<file path="src/rtl/maxpool_layer.sv">
// Per-channel signed max-pooling over POOL_SIZE consecutive rows, frame-aware,
// with optional ReLU and a single registered output stage (valid/ready both sides).
module maxpool_layer #(
  parameter int INPUT_LAYER_HEIGHT = 4,
  parameter int POOL_SIZE          = 2,
  parameter int N_CHANNELS         = 1,
  parameter int WORD_SIZE          = 16,
  parameter bit RELU               = 1'b1
) (
  input  logic                             clk_i,
  input  logic                             reset_n_i,
  input  logic                             valid_i,
  output logic                             ready_o,
  input  logic [N_CHANNELS*WORD_SIZE-1:0]  data_i,
  output logic                             valid_o,
  input  logic                             ready_i,
  output logic [N_CHANNELS*WORD_SIZE-1:0]  data_o,
  output logic                             last_o
);

  localparam int RW = (INPUT_LAYER_HEIGHT > 1) ? $clog2(INPUT_LAYER_HEIGHT) : 1;
  localparam int WW = (POOL_SIZE > 1) ? $clog2(POOL_SIZE) : 1;
  localparam logic [RW-1:0] ROW_LAST = RW'(INPUT_LAYER_HEIGHT - 1);
  localparam logic [WW-1:0] WIN_LAST = WW'(POOL_SIZE - 1);
  localparam int DW = N_CHANNELS * WORD_SIZE;

  typedef enum logic {eEMPTY, eACC} state_t;

  state_t          state;
  logic [RW-1:0]   row_cnt;
  logic [WW-1:0]   win_cnt;
  logic [DW-1:0]   acc;
  logic [DW-1:0]   max_v;
  logic [DW-1:0]   result;
  logic [DW-1:0]   relu_v;
  logic            row_end;
  logic            closing;
  logic            in_fire;
  logic            out_fire;

  assign row_end  = (row_cnt == ROW_LAST);
  assign closing  = (win_cnt == WIN_LAST) || row_end;
  // Only a closing row can overflow the single output register; never looks at valid_i.
  assign ready_o  = !(closing && valid_o && !ready_i);
  assign in_fire  = valid_i && ready_o;
  assign out_fire = valid_o && ready_i;

  always_comb begin
    max_v  = '0;
    relu_v = '0;
    for (int unsigned c = 0; c < N_CHANNELS; c++) begin
      if ($signed(acc[c*WORD_SIZE +: WORD_SIZE]) > $signed(data_i[c*WORD_SIZE +: WORD_SIZE]))
        max_v[c*WORD_SIZE +: WORD_SIZE] = acc[c*WORD_SIZE +: WORD_SIZE];
      else
        max_v[c*WORD_SIZE +: WORD_SIZE] = data_i[c*WORD_SIZE +: WORD_SIZE];
    end
    result = (state == eACC) ? max_v : data_i;
    for (int unsigned c = 0; c < N_CHANNELS; c++) begin
      if (RELU && result[c*WORD_SIZE + WORD_SIZE - 1])
        relu_v[c*WORD_SIZE +: WORD_SIZE] = '0;
      else
        relu_v[c*WORD_SIZE +: WORD_SIZE] = result[c*WORD_SIZE +: WORD_SIZE];
    end
  end

  always_ff @(posedge clk_i or negedge reset_n_i) begin
    if (!reset_n_i) begin
      state   <= eEMPTY;
      row_cnt <= '0;
      win_cnt <= '0;
      acc     <= '0;
      valid_o <= 1'b0;
      last_o  <= 1'b0;
      data_o  <= '0;
    end else begin
      if (in_fire) begin
        // acc and the closing result share one datapath: first row of a window loads data_i.
        acc     <= result;
        win_cnt <= closing ? '0 : win_cnt + 1'b1;
        row_cnt <= row_end ? '0 : row_cnt + 1'b1;
        if (closing) begin
          state   <= eEMPTY;
          data_o  <= relu_v;
          valid_o <= 1'b1;
          last_o  <= row_end;
        end else begin
          state   <= eACC;
        end
      end
      if (out_fire && !(in_fire && closing)) begin
        valid_o <= 1'b0;
        last_o  <= 1'b0;
      end
    end
  end

endmodule

</file>
<file path="config.mk">
export PLATFORM = sky130hd
export DESIGN_NAME = maxpool_layer
export DESIGN_NICKNAME = d
export VERILOG_FILES = /design/src/rtl/maxpool_layer.sv
export SDC_FILE = /design/constraint.sdc
export NUM_CORES = 1
export LEC_CHECK = 0
export ABC_AREA = 1
export CAP_MARGIN = 0
export CORE_ASPECT_RATIO = 0.5
export CORE_MARGIN = 8
export CORE_UTILIZATION = 47
export DETAILED_ROUTE_END_ITERATION = 10
export GPL_ROUTABILITY_DRIVEN = 0
export PLACE_DENSITY = 0.75
export SYNTH_ARGS = -nofsm -noshare
export SYNTH_HDL_FRONTEND = slang
export SYNTH_SLANG_ARGS = --single-unit
</file>
<file path="constraint.sdc">
create_clock -name clk_i -period 2 [get_ports clk_i]
set_clock_uncertainty 0.05 [all_clocks]
set_input_delay 0.4 -clock clk_i [delete_from_list [all_inputs] [get_ports clk_i]]
set_output_delay 0.4 -clock clk_i [all_outputs]
set_load 0.02 [all_outputs]
</file>
; ---- Yosys cells after proc, flatten, opt, wreduce, memory -nomap -nowiden
; Index checks and enable logic that the tools add are counted.
[word_totals]
register_bits = 38
output_inout_bits = 19
word_cells = 37
[classes]
n_reduce_logical = 14
eq_ne = 1
muxes = 12
n_lt_le_gt_ge = 1
add_sub_neg = 2
[ops]
columns = operator, count
row1 = 16-bit two-way mux, 2
row2 = 16-bit greater-than comparator, 1
row3 = 15-bit two-way mux, 1
row4 = 1-bit two-way mux, 8
row5 = 1-bit logical AND, 6
row6 = 2-bit AND reduction, 2
row7 = 2-bit nonzero test, 2
row8 = 1-bit logical NOT, 3
row9 = 2-bit by 1-bit adder with 2-bit output (second input constant), 1
row10 = 2-bit == test (second input constant), 1
row11 = 2-bit two-way mux, 1
row12 = 1-bit adder (second input constant), 1
row13 = 1-bit logical OR, 1

; ---- Longest topological paths before layout
[depth]
ltp_word = 11
mapped_depth = 18
depth_no_buf = 17

; ---- Worst setup path after synthesis
; OpenSTA, ideal clock, no wires.
[synth_timing]
path_kind = input-to-reg
start = input port data_i[15]
end = register data_o[10]
slack_ns = 0.038
path_stages = 14
setup_time_ns = 0.117
path_buffers = 1
arrival_ns = 1.795
path_cell_list = inv_1 > ha_1 > nand4_1 > inv_1 > nand2_1 > nand2_2 > nor2_2 > a21oi_4 > nand2_4 > nand2_4 > nand2_4 > buf_12 > nand3_2 > nand2_1
[synth_between]
elab_chain_len = 4
[synth_lines]
columns = item, line_no
row1 = start: declaration, 14  ; input logic [N_CHANNELS*WORD_SIZE-1:0] data_i,
row2 = 16-bit greater-than comparator, 52  ; if ($signed(acc[c*WORD_SIZE +: WORD_SIZE]) > $signed(data_i[c*WORD_SIZE +: WORD_SIZE]))
row3 = 16-bit two-way mux, 52
row4 = 16-bit two-way mux (*), 57  ; result = (state == eACC) ? max_v : data_i;
row5 = 15-bit two-way mux (*), 59  ; if (RELU && result[c*WORD_SIZE + WORD_SIZE - 1])
row6 = end signal: assignment, 83  ; data_o <= relu_v;
row7 = end: declaration, 17  ; output logic [N_CHANNELS*WORD_SIZE-1:0] data_o,
; Every way passes the cells marked *; elsewhere a longest branch is shown, timed or not.
; A chain may end at the register's enable or synchronous reset.

; ---- Worst setup path in the final report
[layout_timing]
start = input port data_i[13]
end = register acc[0]
[layout_between]
elab_chain_len = 3
[layout_lines]
columns = item, line_no
row1 = 16-bit greater-than comparator, 52
row2 = 16-bit two-way mux, 52
row3 = 16-bit two-way mux, 57
row4 = end signal: assignment, 78  ; acc <= result;
row5 = end: declaration, 32  ; logic [DW-1:0] acc;
; No other way between the ends.

==> run summary <==
Status
* complete, but fails checks — result of the run
* setup timing — violated checks

Finish
* 76.4% — final design utilization
* 3400 um2 — post-route standard cell area excluding fillers
* 0 — number of inserted diodes
* 39.9% — fraction of final layout cells sized beyond drive strength 1
* 384 — number of nets in the final layout
* 55.4% — area delta synth->final

Detailed routing
* 0 — DRC Markers
* 2,400 — Vias
* 8.27 mm — DRT Wirelength
* 208 — First DRT Iteration DRCs
* 20.4 um — routed wirelength normalized by instance count
* 0 — Detail Route Antenna Nets
* 5.93 — via density per instance
* 5 — 1st-pass router iterations

Global route
* 0 — residual overflow from global routing
* 18.9% — total routing usage reported by global routing
* 2,351 — vias in the first global route
* 0 — initial antenna violation count
* 11.0 mm — global-route wire length before repair
* 37 — pin count of the biggest net entering global routing

STA
* 31 — Final Setup Violations
* 2270 ps — final period demand of the worst path
* 0 — number of endpoints with negative hold slack in the final report
* 114% — share of the clock period used by the worst path
* 0 — Slew Viols, Final
* -271 ps — fin worst setup slack
* 0.440 GHz — Highest Clock Rate
* true — RSZ-0062 raised after global routing

Worst setup path
* 280 ps — Critical Path Max Stage Delay
* sky130_fd_sc_hd__ha_4 — crit path max-delay cell type
* acc[13] — Critical R2R Launch
* 2390 ps — CP arrival
* 2120 ps — CP required
* -270 ps — reg-to-reg slack, setup
* 6 — crit-path max FO
* flop — nature of the critical path endpoint
* 16 — count of cell instances traversed by the critical path
* 5 — combined buffer and inverter count along the critical path
* data_i[13] — launch point of the critical path
* 14 — number of cells traversed by the worst register-to-register path
* primary input — startpoint kind of the worst setup timing path
* primary input to flop — crit path kind
* sky130_fd_sc_hd__nand2_2 — cell occurring most often along the worst timing path
* acc[0] — crit path to
* acc[0] — Reg2Reg Capture Point
* clkdlybuf4s15_1 > inv_2 > ha_4 > nand4_1 > inv_2 > nand2_1 > nand2_2 > nor2_4 > a21oi_4 > buf_12 > nand2_8 > buf_12 > nand2_2 > nand2_2 > nand2_1 > o21ai_1 — CP Cell Sequence
* buffers and inverters — kind of cell adding the most delay to the critical path

Die
* 49.2% — initial core utilization
* 39 — ports placed on the boundary
* 7220 um2 — die area
* 17 — number of cell rows
* 112 um — die boundary width
* 64.2 um — Chip Height
* 4450 um2 — area of the core

Clock tree
* 2 — number of buffers on the longest clock path
* 0 — CTS hold repair buffers
* done — CTS tree
* 80 ps — clock transition at the registers of the reported paths
* 36 — number of clock sinks
* sky130_fd_sc_hd__clkbuf_8 — clock tree root buffer cell
* 2 — H-tree depth
* 300 ps — Worst-Skew Late Latency
* 5 — Num CTS Buffers

Place
* 2720 um2 — Post-Place Cell Area
* -627 ps — Place WS
* 37 — # port buffers
* 3.98 mm — HPWL after DPL

Hold path
* flop to flop — class of the tightest hold or removal check

Synthesis
* 0 — Ys Warns
* 275 — Cells after Synth
* 312 — Synthesized Nets
* 2190 um2 — Post-Syn Area
* sky130_fd_sc_hd__dfrtp_1 — area leader, netlist
* 41.2% — fraction of the yosys area taken by sequential cells
* 41.2% — area share of the leading cell type in the synthesized netlist
* 7.95 um2 — mean instance size in the synthesized netlist
* sky130_fd_sc_hd__dfrtp_1 41%, sky130_fd_sc_hd__nand2_1 15%, sky130_fd_sc_hd__ha_1 9.7% — top cells by area, synth
* 25 — number of distinct library cells after synthesis
* 36 — Synth Register Bits

Flow run
* 0 — number of max-cap violations

Power
* 0.00166 uW — leakage power
* 0.000817 V — IR drop worst, VDD
* 6000 uW — total design power
* 1770 nW/um2 — ratio of total power to cell area

-- placed cells by master, fill, tap and decap left out, types with 6 or more instances in the layout --
master and instances:
sky130_fd_sc_hd__a31oi_1 12, sky130_fd_sc_hd__dlygate4sd2_1 13, sky130_fd_sc_hd__nand2_2 28, sky130_fd_sc_hd__inv_1 19
sky130_fd_sc_hd__inv_2 14, sky130_fd_sc_hd__dfrtp_1 35, sky130_fd_sc_hd__nand3_2 21, sky130_fd_sc_hd__clkdlybuf4s50_1 20
sky130_fd_sc_hd__ha_1 7, sky130_fd_sc_hd__nand2_1 60, sky130_fd_sc_hd__clkbuf_8 6, sky130_fd_sc_hd__nor2_1 17
sky130_fd_sc_hd__buf_4 28, sky130_fd_sc_hd__ha_4 10, sky130_fd_sc_hd__nand3_1 9
-- sequential cells by signal (all words and copies together), names as in the netlist --
| signal | cells |
|---|---|
| data_o | 15 |
| state | 1 |
| last_o | 1 |
| row_cnt | 2 |
| valid_o | 1 |
| acc | 16 |
-- cell usage after synthesis (all sizes together) --
cell type	number
inv	33
a21o	1
nor2	20
a21oi	6
clkbuf	4
nand4	2
nand3	33
conb	1
a31oi	14
buf	6
o21ai	6
o21a	1
nand2	95
dfrtp	36
ha	17
-- worst min path at each step --
stage | start | to | slack [ps] | cells after the start
after detailed placement | data_o[6] | data_o[6] | 420 | 2
after floorplan | reset_n_i | acc[0] | 50 | 0
after global routing | data_o[3] | data_o[3] | 460 | 2
after CTS | data_o[1] | data_o[1] | 430 | 2
final | data_o[1] | data_o[1] | 430 | 2
after global placement | data_o[13] | data_o[13] | 410 | 2
-- worst min-delay path, delay by kind of cell (launching register included) --
kind | cells | cell delay [ps]
simple gates | 2 | 90
flops | 1 | 350
-- power by group --
group          total [uW]  internal (uW)  switching (uW)
combinational        4110           1820            2290
sequential           1330           1050             281
clock                 570            276             294
-- timing repair --
action | in CTS | in global routing
buffers inserted | 11 | 6
gates cloned | 3 | 0
pin swaps | 31 | 15
endpoints found under the setup margin | 32 | 32
gates resized for setup | 65 | 50
-- final cells by class --
class                   count  area (um2)
clock buffers               6        82.6
clock inverters             2        10.0
fillers                   256        1050
inverters                  33         124
multi-input cells         197        1480
flip-flops and latches     36         902
well taps                  57        71.3
repair buffers             74         728
-- layer usage --
| metal | part of all wire [%] | GRT usage, % |
|---|---|---|
| met3 | 8.4 | 5.43 |
| met2 | 49 | 33.3 |
| met4 | 4.0 | 9.82 |
| met1 | 39 | 20.9 |
| met5 | 0 | 0 |
-- stage by stage --
step,instances,TNS (ps),hold WS [ps]
2_1_floorplan,275,0,54.4
3_3_place_gp,378,-16580,415
3_5_place_dp,378,-17780,416
4_1_cts,399,-195,429
5_1_grt,405,-7300,462
6_report,405,-5350,426
-- cells by family after synthesis --
logic type	Yosys count	share of synthesized area, %
AOI/OAI and AO/OA	28	7.96
adders and majority gates	17	9.73
buffers and inverters	43	8.93
DFF	36	41.2
other	1	0.172
and+or+nand+nor	150	32.0
Power figures use the tool's default switching activity.
